===== config.mk =====
export PLATFORM = sky130hd
export DESIGN_NAME = cart_loader
export DESIGN_NICKNAME = d
export VERILOG_FILES = /design/src/rtl/cart_loader.sv
export SDC_FILE = /design/constraint.sdc
export NUM_CORES = 1
export LEC_CHECK = 0
export BUFFER_PORTS_ARGS = -buffer_cell sky130_fd_sc_hd__buf_2
export CORE_MARGIN = 5
export CORE_UTILIZATION = 35
export DETAILED_ROUTE_END_ITERATION = 10
export PLACE_DENSITY_LB_ADDON = 0.05
export SYNTH_ARGS = -nofsm -noshare
export SYNTH_HDL_FRONTEND = slang
export SYNTH_SLANG_ARGS = --single-unit

===== constraint.sdc =====
create_clock -name clk -period 5 [get_ports clk]
set_clock_uncertainty 0.05 [all_clocks]
set_input_delay 0.25 -clock clk [delete_from_list [all_inputs] [get_ports clk]]
set_output_delay 0.25 -clock clk [all_outputs]
set_load 0.05 [all_outputs]

===== src/rtl/cart_loader.sv =====
// Cartridge download loader: copies ioctl bytes into cartridge memory, then pads the rest.
// Optional CART_LOADER_CHECKSUM_EN adds cart_sum, a modulo-256 sum of the loaded bytes.
module cart_loader #(
  parameter int         CART_AW    = 15,
  parameter logic [7:0] CART_INDEX = 8'd1,
  parameter logic [7:0] PAD_BYTE   = 8'hFF
) (
  input  logic               clk,
  input  logic               reset,
  input  logic               ioctl_download,
  input  logic [7:0]         ioctl_index,
  input  logic               ioctl_wr,
  input  logic [24:0]        ioctl_addr,
  input  logic [7:0]         ioctl_dout,
  output logic               ioctl_wait,
  output logic [CART_AW-1:0] cart_addr,
  output logic [7:0]         cart_wdata,
  output logic               cart_we,
  input  logic               cart_busy,
  output logic [CART_AW:0]   cart_size,
  output logic               cart_valid,
  output logic               cart_overflow,
  output logic               core_reset
`ifdef CART_LOADER_CHECKSUM_EN
  ,
  output logic [7:0]         cart_sum
`endif
);

  localparam logic [2:0] S_IDLE  = 3'd0;
  localparam logic [2:0] S_LOAD  = 3'd1;
  localparam logic [2:0] S_WRITE = 3'd2;
  localparam logic [2:0] S_PAD   = 3'd3;
  localparam logic [2:0] S_DONE  = 3'd4;

  logic [2:0]       state;
  logic             start;
  logic             in_range;
  logic             write_done;
  logic             load_entry;
  logic [CART_AW:0] addr_inc;

  assign start      = ioctl_download && (ioctl_index == CART_INDEX);
  assign in_range   = (ioctl_addr >> CART_AW) == 25'd0;
  assign write_done = cart_we && !cart_busy;
  assign addr_inc   = {1'b0, cart_addr} + (CART_AW+1)'(1);
  assign core_reset = (state == S_LOAD) || (state == S_WRITE) || (state == S_PAD);

  // A new download in PAD only takes over once the in-flight pad write has completed.
  assign load_entry = (((state == S_IDLE) || (state == S_DONE)) && start) ||
                      ((state == S_PAD) && write_done && start);

  always_ff @(posedge clk or posedge reset) begin
    if (reset) begin
      state         <= S_IDLE;
      cart_addr     <= '0;
      cart_wdata    <= '0;
      cart_we       <= 1'b0;
      ioctl_wait    <= 1'b0;
      cart_size     <= '0;
      cart_valid    <= 1'b0;
      cart_overflow <= 1'b0;
    end else if (load_entry) begin
      state         <= S_LOAD;
      cart_we       <= 1'b0;
      cart_size     <= '0;
      cart_valid    <= 1'b0;
      cart_overflow <= 1'b0;
    end else begin
      case (state)
        S_LOAD: begin
          if (!ioctl_download) begin
            // A fully loaded image has nothing left to pad.
            if (cart_size[CART_AW]) begin
              state      <= S_DONE;
              cart_valid <= 1'b1;
            end else begin
              state      <= S_PAD;
              cart_addr  <= cart_size[CART_AW-1:0];
              cart_wdata <= PAD_BYTE;
              cart_we    <= 1'b1;
            end
          end else if (ioctl_wr) begin
            if (in_range) begin
              state      <= S_WRITE;
              cart_addr  <= ioctl_addr[CART_AW-1:0];
              cart_wdata <= ioctl_dout;
              cart_we    <= 1'b1;
              ioctl_wait <= 1'b1;
            end else begin
              cart_overflow <= 1'b1;
            end
          end
        end
        S_WRITE: begin
          if (write_done) begin
            state      <= S_LOAD;
            cart_we    <= 1'b0;
            ioctl_wait <= 1'b0;
            if (addr_inc > cart_size) cart_size <= addr_inc;
          end
        end
        S_PAD: begin
          if (write_done) begin
            if (&cart_addr) begin
              state      <= S_DONE;
              cart_we    <= 1'b0;
              cart_valid <= (cart_size != '0);
            end else begin
              cart_addr <= cart_addr + CART_AW'(1);
            end
          end
        end
        S_IDLE, S_DONE: ;
        default: state <= S_IDLE;
      endcase
    end
  end

`ifdef CART_LOADER_CHECKSUM_EN
  always_ff @(posedge clk or posedge reset) begin
    if (reset) begin
      cart_sum <= '0;
    end else if (load_entry) begin
      cart_sum <= '0;
    end else if ((state == S_WRITE) && write_done) begin
      cart_sum <= cart_sum + cart_wdata;
    end
  end
`endif

endmodule


==> results.toml <==
[global_routing]
track_usage = 0.1706
grt_pass1_vias = 2965
grt_pass1_wl_um = 15330
grt_max_degree = 47
gr-total-overflow = 0
antenna_found_initial = 0

[final_layout]
multi_input_area_um2 = 1878
nets = 507
syn_to_final_growth_pct = 19.35
design_area_um2 = 3881
seqCellArea_um2 = 1151
n_fill_cell = 928
antennaDiodeCount = 0
drive_above_1_share = 0.2652

[cts]
clk_pin_slew_ns = 0.10
cts-root-buf = "clkbuf_8"
clk_latency_ns = 0.31
holdBufCountCts = 0
cts_tree = "built"
post_cts_buffers = 0
cts_resized = 0
htree_levels = 2
numCtsBuffers = 5
cts_buffer_depth = 2
cts_sinks = 46

[synthesis]
synth_top_area_frac = 0.3540
ys_types = 54
synth.most_common_cell = "dfrtp_1"
syn_area_per_cell_um2 = 9.008
synthTopCellsByCount = "dfrtp_1 (46), inv_1 (40), nand2_1 (33)"
ys_seq_area_frac = 0.3540
syn_area_um2 = 3252
syn_nets = 424
ys_ff_latch = 46
synth.area.top_cells = "dfrtp_1 (35%), ha_1 (6.5%), mux2i_1 (5.2%), inv_1 (4.6%), mux2_1 (4.2%)"
yosysWarnings = 0
netlist_instances = 361
synthArstFlopShare = 1.000
synth_edf_count = 0
synth-main-ff-cell = "dfrtp_1"
yosys.area.top_type = "dfrtp_1"

[route]
post_drt_wl_per_cell_um = 16.99
vias = 2937
drt_first_pass_iters = 4
viasPerCell = 5.282
routed_wl_um = 9445
drc_errors = 0
first_iter_violations = 84
ant_nets = 0

[sta]
fin_tns_setup_ns = 0
rsz0062_at_grt = "no"
finalSetupViolCount = 0
period_share = 0.7476
max_slew_margin = 0.3307
finalHoldViolCount = 0
fin_crit_ns = 3.738
slew_viol_final = 0
worst_slew_pin_slew_ns = 1.003
fmax_mhz = 267.5

[power]
leakagePower_nw = 1.952
p_per_area_nw_per_um2 = 724.7
ir_drop_v = 0.0003071

[floorplan]
die_x_um = 106.4
die-area_um2 = 11320
rows = 35
die_h_um = 106.4
core_area_um2 = 9153
initial_utilization = 0.3553
io_pins = 90

[placed_design]
dpl.hpwl_um = 7172
portBuffers = 89
placed_area_um2 = 3786
routabilityCongestion = 0.8462

[run]
cap_violations = 0

[min_path]
min_path_type = "in2async"

[setup_path]
start_kind = "register"
critPathLaunch = "cart_addr[0]"
critPathRequiredTime_ns = 5.16
endpoint_kind = "register"
crit_arrival_ns = 3.90
crit_type = "reg2reg"
rr_startpoint = "cart_addr[0]"
crit_fanout = 10

[run_status]
outcome = "completed"
## cells in the final DEF, fill, tap and decap left out, drive strengths merged, types with 9 or more instances in the layout
master | synthesis | routed
nor2 | 24 | 24
nor4 | 10 | 10
inv | 40 | 43
mux2 | 16 | 16
a31oi | 18 | 18
o21ai | 12 | 12
a21oi | 18 | 18
nand2 | 34 | 34
buf | 6 | 92
mux2i | 17 | 17
dfrtp | 46 | 46
ha | 17 | 17
o211a | 9 | 9
## path summary, 6_finish.rpt
kind                            endpoint  slack (ns)  cells after the start
max reg2reg                 cart_size[9]        1.26                     12
min reg2reg                   ioctl_wait        0.46                      2
max in group asynchronous  cart_size[12]        4.16                      2
max                         cart_size[9]        1.26                     12
min in group clk           cart_wdata[6]        0.11                      3
min                        cart_wdata[7]        0.11                      2
## through the flow
step | utilization | cells | hold WS [ns] | setup WS, ns | power (W)
after global routing | 0.4241 | 556 | 0.1180 | 1.008 | 0.003046
after global placement | 0.4137 | 548 | 0.4353 | 1.369 | 0.002579
after floorplan | - | 361 | 0.3413 | 1.477 | 0.002101
after detailed placement | 0.4137 | 548 | 0.4408 | 1.295 | 0.002577
final | 0.4241 | 556 | 0.1116 | 1.262 | 0.002813
after CTS | 0.4241 | 556 | 0.1047 | 1.263 | 0.002845
## worst max-delay path, stage by stage (launching register included)
cell and delay (ns):
dfrtp_1 0.49, ha_1 0.28, nand2_1 0.15, or4_4 0.46
or3_1 0.34, nand2_1 0.11, ha_1 0.24, and3_1 0.19
nand4_1 0.15, a21oi_1 0.09, o31ai_4 0.44, buf_4 0.30
mux2_2 0.35
## cell type report
| type | count | area share |
|---|---|---|
| multi-input cells | 259 | 0.4839 |
| clock buffers | 5 | 0.01773 |
| inverters | 40 | 0.03868 |
| well taps | 111 | 0.03578 |
| flip-flops and latches | 46 | 0.2966 |
| clock inverters | 3 | 0.006770 |
| repair buffers | 92 | 0.1206 |
## layer usage
metal / part of all wire / global-route usage
met3: 0.033 / 0.02672
met2: 0.49 / 0.2896
met5: 0 / 0
met1: 0.46 / 0.2241
met4: 0.017 / 0.04810
## where the power goes
| part | switching, W | total [W] | internal, W |
|---|---|---|---|
| logic | 0.00121 | 0.00179 | 0.000575 |
| registers | 0.000235 | 0.000768 | 0.000533 |
| clock network | 0.000153 | 0.000257 | 0.000104 |
## logic make-up after synthesis
kind of cell               Yosys count  share of synthesized area
muxes                               33                     0.1077
xor gates and xnor gates            12                    0.03232
buffers and inverters               56                    0.06849
adders and majority gates           17                    0.06541
DFF                                 46                     0.3540
AOI/OAI and AO/OA                   78                     0.1720
and+or+nand+nor                    119                     0.2001
## registers in the layout, indices dropped and copies added, names as in the netlist
| name | count |
|---|---|
| cart_we | 1 |
| state | 3 |
| cart_addr | 15 |
| cart_size | 16 |
| ioctl_wait | 1 |
| cart_wdata | 8 |
| cart_valid | 1 |
| cart_overflow | 1 |
(Power assumes the default switching activity.)
